<file path="config.mk">
export PLATFORM = sky130hd
export DESIGN_NAME = cpu_exec_unit
export DESIGN_NICKNAME = d
export VERILOG_FILES = /design/src/rtl/cpu_pkg.sv /design/src/rtl/key_debouncer.sv /design/src/rtl/cpu_exec_unit.sv
export SDC_FILE = /design/constraint.sdc
export NUM_CORES = 1
export LEC_CHECK = 0
export ABC_CLOCK_PERIOD_IN_PS = 23200
export BUFFER_PORTS_ARGS = -buffer_cell sky130_fd_sc_hd__buf_2
export CORE_ASPECT_RATIO = 1.75
export CORE_MARGIN = 4
export CORE_UTILIZATION = 35
export DETAILED_ROUTE_END_ITERATION = 16
export PLACE_DENSITY_LB_ADDON = 0.12
export SLEW_MARGIN = 20
export SYNTH_ARGS = -nofsm -noshare
export SYNTH_HDL_FRONTEND = slang
export SYNTH_HIERARCHICAL = 1
export SYNTH_SLANG_ARGS = --single-unit
</file>
<file path="constraint.sdc">
create_clock -name clk -period 23.2 [get_ports clk]
set_input_delay 2.32 -clock clk [delete_from_list [all_inputs] [get_ports clk]]
set_output_delay 2.32 -clock clk [all_outputs]
set_load 0.005 [all_outputs]
</file>
<file path="src/rtl/cpu_pkg.sv">
// Shared definitions for the execute unit and the LCD controller:
// opcode encoding, instruction word field positions and immediate helper.
package cpu_pkg;

    typedef enum logic [2:0] {
        OP_LOAD  = 3'd0,
        OP_ADD   = 3'd1,
        OP_ADDI  = 3'd2,
        OP_SUB   = 3'd3,
        OP_SUBI  = 3'd4,
        OP_MUL   = 3'd5,
        OP_CLEAR = 3'd6,
        OP_DPL   = 3'd7
    } opcode_t;

    localparam int unsigned SW_W     = 18;
    localparam int unsigned OPC_MSB  = 17;
    localparam int unsigned OPC_LSB  = 15;
    localparam int unsigned RD_MSB   = 14;
    localparam int unsigned RD_LSB   = 11;
    localparam int unsigned RS1_MSB  = 10;
    localparam int unsigned RS1_LSB  = 7;
    localparam int unsigned RS2_MSB  = 6;
    localparam int unsigned RS2_LSB  = 3;
    localparam int unsigned IMM_MSB  = 6;
    localparam int unsigned IMM_LSB  = 0;
    localparam int unsigned DATA_W   = 16;
    localparam int unsigned NUM_REGS = 16;

    function automatic logic [DATA_W-1:0] sext_imm7(input logic [6:0] imm);
        return {{(DATA_W-7){imm[6]}}, imm};
    endfunction

endpackage

</file>
<file path="src/rtl/key_debouncer.sv">
// Push-button front end: 2-FF synchronizer, stability counter and
// falling-edge detect producing a one-cycle press pulse.
module key_debouncer #(
    parameter int unsigned DEBOUNCE_CYCLES = 1000000
) (
    input  logic clk,
    input  logic reset_n,
    input  logic key_n,
    output logic press
);

    localparam int unsigned CW = $clog2(DEBOUNCE_CYCLES + 1);
    localparam logic [CW-1:0] CNT_LAST = CW'(DEBOUNCE_CYCLES - 1);

    logic          sync1;
    logic          sync2;
    logic          stable;
    logic [CW-1:0] cnt;

    // stable only follows sync2 after it has differed for DEBOUNCE_CYCLES cycles in a row
    always_ff @(posedge clk or negedge reset_n) begin
        if (!reset_n) begin
            sync1  <= 1'b1;
            sync2  <= 1'b1;
            stable <= 1'b1;
            cnt    <= '0;
            press  <= 1'b0;
        end else begin
            sync1 <= key_n;
            sync2 <= sync1;
            press <= 1'b0;
            if (sync2 == stable) begin
                cnt <= '0;
            end else if (cnt == CNT_LAST) begin
                stable <= sync2;
                cnt    <= '0;
                press  <= ~sync2;
            end else begin
                cnt <= cnt + CW'(1);
            end
        end
    end

endmodule

</file>
<file path="src/rtl/cpu_exec_unit.sv">
// Single-instruction execute unit: debounced key press runs the instruction
// on sw against a 16x16 register file and reports the result to the LCD.
module cpu_exec_unit
    import cpu_pkg::*;
#(
    parameter int unsigned DEBOUNCE_CYCLES = 1000000,
    parameter int unsigned HOLDOFF_CYCLES  = 2000000
) (
    input  logic        clk,
    input  logic        reset_n,
    input  logic [17:0] sw,
    input  logic        key_n,
    output logic        disp_start,
    output logic [2:0]  disp_opcode,
    output logic [3:0]  disp_reg,
    output logic [15:0] disp_value,
    output logic        busy
);

    typedef enum logic [1:0] {IDLE, EXEC, REPORT, HOLD} state_t;

    localparam int unsigned HW = $clog2(HOLDOFF_CYCLES + 1);
    localparam logic [HW-1:0] HOLD_LAST = HW'(HOLDOFF_CYCLES - 1);

    state_t              state;
    logic                press;
    logic [SW_W-1:0]     instr;
    logic [HW-1:0]       hold_cnt;
    logic [DATA_W-1:0]   regs [NUM_REGS];

    opcode_t             opc;
    logic [3:0]          rd;
    logic [3:0]          rs1;
    logic [3:0]          rs2;
    logic [DATA_W-1:0]   imm;
    logic [DATA_W-1:0]   a;
    logic [DATA_W-1:0]   b;
    logic signed [31:0]  prod;
    logic [DATA_W-1:0]   result;

    key_debouncer #(
        .DEBOUNCE_CYCLES(DEBOUNCE_CYCLES)
    ) u_deb (
        .clk     (clk),
        .reset_n (reset_n),
        .key_n   (key_n),
        .press   (press)
    );

    always_comb begin
        opc    = opcode_t'(instr[OPC_MSB:OPC_LSB]);
        rd     = instr[RD_MSB:RD_LSB];
        rs1    = instr[RS1_MSB:RS1_LSB];
        rs2    = instr[RS2_MSB:RS2_LSB];
        imm    = sext_imm7(instr[IMM_MSB:IMM_LSB]);
        a      = regs[rs1];
        b      = regs[rs2];
        prod   = $signed(a) * $signed(b);
        result = '0;
        case (opc)
            OP_LOAD:  result = imm;
            OP_ADD:   result = a + b;
            OP_ADDI:  result = a + imm;
            OP_SUB:   result = a - b;
            OP_SUBI:  result = a - imm;
            OP_MUL:   result = prod[DATA_W-1:0];
            OP_CLEAR: result = '0;
            OP_DPL:   result = regs[rd];
            default:  result = '0;
        endcase
    end

    always_ff @(posedge clk or negedge reset_n) begin
        if (!reset_n) begin
            state       <= IDLE;
            instr       <= '0;
            hold_cnt    <= '0;
            disp_start  <= 1'b0;
            disp_opcode <= '0;
            disp_reg    <= '0;
            disp_value  <= '0;
            busy        <= 1'b0;
            for (int unsigned i = 0; i < NUM_REGS; i++) regs[i] <= '0;
        end else begin
            disp_start <= 1'b0;
            case (state)
                IDLE: begin
                    if (press) begin
                        instr <= sw;
                        busy  <= 1'b1;
                        state <= EXEC;
                    end
                end
                // disp_* are loaded here so they are visible during REPORT
                EXEC: begin
                    if (opc == OP_CLEAR) begin
                        for (int unsigned i = 0; i < NUM_REGS; i++) regs[i] <= '0;
                    end else if (opc != OP_DPL) begin
                        regs[rd] <= result;
                    end
                    disp_start  <= 1'b1;
                    disp_opcode <= opc;
                    disp_reg    <= rd;
                    disp_value  <= result;
                    state       <= REPORT;
                end
                REPORT: begin
                    hold_cnt <= '0;
                    state    <= HOLD;
                end
                HOLD: begin
                    if (hold_cnt == HOLD_LAST) begin
                        busy  <= 1'b0;
                        state <= IDLE;
                    end else begin
                        hold_cnt <= hold_cnt + HW'(1);
                    end
                end
                default: state <= IDLE;
            endcase
        end
    end

endmodule

</file>
==> results of run 1 <==
routing by layer:
| metal | global-route usage, % | vias up | share of wire, % |
|---|---|---|---|
| li1 | - | 8647 | - |
| met1 | 28.0 | 10365 | 36 |
| met2 | 44.7 | 837 | 51 |
| met3 | 3.67 | 286 | 5.5 |
| met4 | 15.5 | 0 | 7.7 |
| met5 | 0 | - | 0 |
final timing paths:
path / startpoint / endpoint / slack (ps) / cells after the start
setup / recovery: instr[3] / regs[207] / 13760 / 25
hold / removal: u_deb/sync1 / u_deb/sync2 / 360 / 0
setup reg to reg: instr[3] / regs[207] / 13760 / 25
hold reg to reg: u_deb/sync1 / u_deb/sync2 / 360 / 0
max in group asynchronous: reset_n / regs[183] / 18270 / 4
min in group asynchronous: reset_n / hold_cnt[18] / 1750 / 1
cell families after synthesis:
logic type | Yosys count | synth area share [%]
AOI/OAI and AO/OA | 526 | 13.6
xor gates and xnor gates | 75 | 2.77
adders and majority gates | 167 | 10.7
buffers and inverters | 311 | 4.82
DFF | 346 | 34.4
muxes | 264 | 21.5
and+or+nand+nor | 692 | 12.2
where the power goes:
part           switching [mW]  internal, mW  leakage, nW
clock                   0.279         0.337        0.588
combinational           0.104        0.0431         6.33
sequential             0.0104         0.606         4.78
layout make-up:
type                            count  share of cell area, %
Timing Repair Buffer              105                   2.47
Clock buffer                       48                   3.78
Clock inverter                     21                  0.617
Sequential cell                   346                   31.3
Multi-Input combinational cell   1724                   55.6
Inverter                          161                   2.18
Tap cell                          917                   4.13
cells in the mapped netlist (29+ instances only):
cell type	count	share of area, %
clkbuf_1	115	1.7
o21ai_0	213	4.2
xnor2_1	49	1.7
fa_1	80	6.4
o21ai_1	29	0.58
ha_1	86	4.3
mux4_2	213	19
nand3_1	36	0.71
inv_1	158	2.4
dfrtp_1	343	34
mux2_2	30	1.3
nor2_1	156	2.3
nand2_1	342	5.1
a22o_1	107	3.7
a21oi_1	52	1.0
nor3_1	29	0.58
==> flow_metrics.env, run 1 <==
export IMPL_outcome="finished, final reports clean"
export IMPL_synth_top_flop_cell="dfrtp_1"
export IMPL_die_w_um=211
export IMPL_grtUsageTotal_pct=25.1
export IMPL_start_util_pct=35.5
export IMPL_holdWs_ps=356
export IMPL_root_buffer="clkbuf_16"
export IMPL_fp_row_count=129
export IMPL_seqCellArea_um2=8680
export IMPL_core_area_um2=71000
export IMPL_final_common_cell="nand2_1"
export IMPL_post_route_period_util_pct=40.7
export IMPL_rsz0062_at_grt="false"
export IMPL_tightest_slew_ps=1140
export IMPL_top_register="regs"
export IMPL_worstSetupEndpointType="flop"
export IMPL_io_pins=46
export IMPL_n_antenna_cell=0
export IMPL_slowest_stage="dfrtp_4"
export IMPL_cp_num_buf_inv=6
export IMPL_maxSlewViolCount=0
export IMPL_final_cells=3322
export IMPL_dieArea_um2=76500
export IMPL_synth_yosys_warnings=6
export IMPL_synthesis_area_um2=25200
export IMPL_postLayoutSetupSlackWorst_ps=13760
export IMPL_ant_nets=0
export IMPL_hold_violations=0
export IMPL_timing_slew_headroom_pct=23.8
export IMPL_antenna_found_initial=0
export IMPL_final_cell_area_um2=27800
export IMPL_grt_pass1_wl_mm=143
export IMPL_postLayoutCoreUtil_pct=39.1
export IMPL_min_path_type="reg -> reg"
export IMPL_cts_buffer_depth=3
export IMPL_netlist_instances=2381
export IMPL_synth_edf_count=0
export IMPL_multi_input_area_um2=15400
export IMPL_p_leak_nw=11.7
export IMPL_layout_drive_gt1_share_pct=19.6
export IMPL_cts_resized=0
export IMPL_placed_area_um2=26500
export IMPL_dp_worst_setup_slack_ps=13710
export IMPL_clkSinkCount=346
export IMPL_ys_seq_elements=346
export IMPL_async_reset_ff_share_pct=100
export IMPL_grt_overflow=0
export IMPL_cts_hold_buf=0
export IMPL_max_freq_ghz=0.106
export IMPL_place_inst=3253
export IMPL_fp_dieH_um=363
export IMPL_start_kind="flop"
export IMPL_layout_common_cells="nand2_1 (341), dfrtp_1 (336), mux4_2 (213), o21ai_0 (213), inv_1 (158)"
export IMPL_wl_per_cell_um=29.0
export IMPL_fin_crit_ps=9440
export IMPL_peakVddDrop_mv=0.0507
export IMPL_skew_ps=32.3
export IMPL_crit_fanout=41
export IMPL_place_gp_congestion=0.890
export IMPL_ys_types=83
export IMPL_largest_register_ffs=256
export IMPL_power_mw=1.38
export IMPL_portBuffers=45
export IMPL_nets=2564
export IMPL_worstSetupPathType="reg -> reg"
export IMPL_cp_common_cell="fa_1"
export IMPL_cts_tree="done"
export IMPL_drt_initial_drc_count=1628
export IMPL_yosysSeqAreaShare_pct=34.4
export IMPL_wirelength_mm=96.4
export IMPL_finalSetupViolCount=0
export IMPL_arrival_ps=9840
export IMPL_fill_cells=7025
export IMPL_grt_max_degree=94
export IMPL_slowest_delay_ps=980
export IMPL_cts_made_buffers=39
export IMPL_synth_nets=2568
export IMPL_top_regs="regs x256, hold_cnt x21, u_deb/cnt x20"
export IMPL_insertion_delay_ps=580
export IMPL_num_vias=20135
export IMPL_cts_reportedPaths_clkPinSlew_ps=70
export IMPL_grt_pass1_vias=21222
export IMPL_vias_per_cell=6.06
export IMPL_syn_avg_cell_area_um2=10.6
export IMPL_maxCapViolations=0
export IMPL_setup_tns_ps=0
export IMPL_cellPowerDensity_nw_per_um2=49.6
export IMPL_htreeDepth=2
export IMPL_post_cts_buffers=0
export IMPL_critPathTopFamily="adder cells"
export IMPL_cp_data_required_time_ps=23610
export IMPL_drtPass1Iterations=5
export IMPL_drc=0
export IMPL_dpl_hpwl_mm=68.9
export IMPL_syn_to_final_growth_pct=10.2
Note: power is estimated with default switching activity, not from simulation.
==> run 2, diff against run 1 <==
- ABC_CLOCK_PERIOD_IN_PS: 23200 -> 7900
- clock period: 23.2 -> 7.9 ns (I/O delays scaled with it)
==> run 2 against run 1 <==
Sequential share of layout area is 1.3 points lower. Combinational power grew to 3.4 times the previous value. Global-route usage is 0.78 points higher. Non-clock buffer count is 102 higher. Clock-buffer cell count is 9 higher. Die area stayed put. Critical path type unchanged. Largest cell class unchanged.
==> flow_metrics.env, run 2 (synthesis gave the netlist of run 1 again) <==
export IMPL_finalSetupViolCount=0
export IMPL_worstSetupEndpointType="flop"
export IMPL_cts_reportedPaths_clkPinSlew_ps=60
export IMPL_dpl_hpwl_mm=72.2
export IMPL_final_cells=3426
export IMPL_hold_violations=0
export IMPL_root_buffer="clkbuf_16"
export IMPL_place_gp_congestion=0.896
export IMPL_maxCapViolations=0
export IMPL_wl_per_cell_um=29.1
export IMPL_drtPass1Iterations=5
export IMPL_final_common_cell="nand2_1"
export IMPL_wirelength_mm=99.7
export IMPL_skew_ps=35.5
export IMPL_cts_made_buffers=39
export IMPL_worstSetupPathType="reg -> reg"
export IMPL_dieArea_um2=76500
export IMPL_maxSlewViolCount=0
export IMPL_setup_tns_ps=0
export IMPL_cts_hold_buf=0
export IMPL_vias_per_cell=6.01
export IMPL_rsz0062_at_grt="false"
export IMPL_fp_dieH_um=363
export IMPL_holdWs_ps=271
export IMPL_n_antenna_cell=0
export IMPL_tightest_slew_ps=1140
export IMPL_layout_common_cells="nand2_1 (342), dfrtp_1 (336), mux4_2 (213), o21ai_0 (213), inv_1 (158)"
export IMPL_htreeDepth=2
export IMPL_num_vias=20606
export IMPL_cp_data_required_time_ps=8340
export IMPL_portBuffers=45
export IMPL_cp_common_cell="fa_1"
export IMPL_largest_register_ffs=256
export IMPL_top_register="regs"
export IMPL_min_path_type="in -> async"
export IMPL_start_kind="flop"
export IMPL_drc=0
export IMPL_cts_tree="done"
export IMPL_post_route_period_util_pct=96.8
export IMPL_outcome="finished, final reports clean"
export IMPL_arrival_ps=8090
export IMPL_fp_row_count=129
export IMPL_postLayoutSetupSlackWorst_ps=250
export IMPL_ant_nets=0
export IMPL_syn_to_final_growth_pct=15.1
export IMPL_clkSinkCount=346
export IMPL_grt_pass1_vias=21805
export IMPL_insertion_delay_ps=590
export IMPL_dp_worst_setup_slack_ps=-123
export IMPL_place_inst=3329
export IMPL_grt_max_degree=135
export IMPL_postLayoutCoreUtil_pct=40.9
export IMPL_cellPowerDensity_nw_per_um2=146
export IMPL_slowest_delay_ps=600
export IMPL_core_area_um2=71000
export IMPL_timing_slew_headroom_pct=23.9
export IMPL_top_regs="regs x256, hold_cnt x21, u_deb/cnt x20"
export IMPL_slowest_stage="mux4_2"
export IMPL_peakVddDrop_mv=0.184
export IMPL_die_w_um=211
export IMPL_nets=2666
export IMPL_max_freq_ghz=0.131
export IMPL_start_util_pct=35.5
export IMPL_layout_drive_gt1_share_pct=23.2
export IMPL_grt_pass1_wl_mm=147
export IMPL_drt_initial_drc_count=1639
export IMPL_grt_overflow=0
export IMPL_fin_crit_ps=7650
export IMPL_cts_buffer_depth=3
export IMPL_antenna_found_initial=0
export IMPL_io_pins=46
export IMPL_grtUsageTotal_pct=25.8
export IMPL_crit_fanout=9
export IMPL_p_leak_nw=12.4
[run 2: cell count changes in the layout (fill, tap and decap cells not counted), sizes merged]
cell,delta
clkinvlp,-3
clkinv,-5
clkbuf,+10
bufinv,+1
buf,+101
[run 2: critical path, delay by kind of cell, from the launching register on]
family                   cells  cell delay [ps]
AO/OA/AOI/OAI                3              350
XOR/XNOR                     7             1530
adder cells (fa/ha/maj)      6             3000
buffers and inverters        7              970
flip-flops                   1              470
multiplexers                 2             1100
AND/OR/NAND/NOR              1               90
[run 2: routing by layer]
metal	track usage [%]	vias up	wire length, µm
li1	-	8850	-
met1	29.4	10620	35500
met2	46.1	834	51900
met3	3.17	302	5100
met4	15.5	0	7230
met5	0	-	0
[run 2: timing repair]
action | CTS | global route
endpoints found under the setup margin | 32 | 51
pin swaps | 0 | 2
gates resized for setup | 1 | 10
gates cloned | 0 | 1
buffers inserted | 4 | 21
[run 2: stage by stage]
stage	instance area (µm²)	power (mW)
after floorplan	25200	2.09
after global placement	27400	2.32
after detailed placement	27400	2.32
after CTS	28700	4.26
after global routing	29000	4.37
final	29000	4.24
[run 2: path summary, 6_finish.rpt]
| kind | cells after the start | slack (ps) | from | end |
|---|---|---|---|---|
| worst max-delay path | 26 | 250 | instr[7] | regs[47] |
| worst min-delay path | 1 | 270 | reset_n | hold_cnt[12] |
| worst max register to register | 26 | 250 | instr[7] | regs[47] |
| worst min register to register | 0 | 350 | u_deb/sync1 | u_deb/sync2 |
| max in group asynchronous | 2 | 6280 | reset_n | regs[18] |
| min in group clk | 1 | 330 | key_n | u_deb/sync1 |
[run 2: final cells by class]
cell class	instances	area (µm²)
inverter	161	618
clock inverter	14	120
clock buffer	57	1210
fill	6912	42000
tap	917	1150
timing repair buffer	207	1770
multi-input combinational	1724	15500
sequential	346	8690
[run 2: where the power goes]
group          switching [mW]  internal (mW)
registers              0.0265           1.78
clock network           0.830           1.10
logic                   0.325          0.175
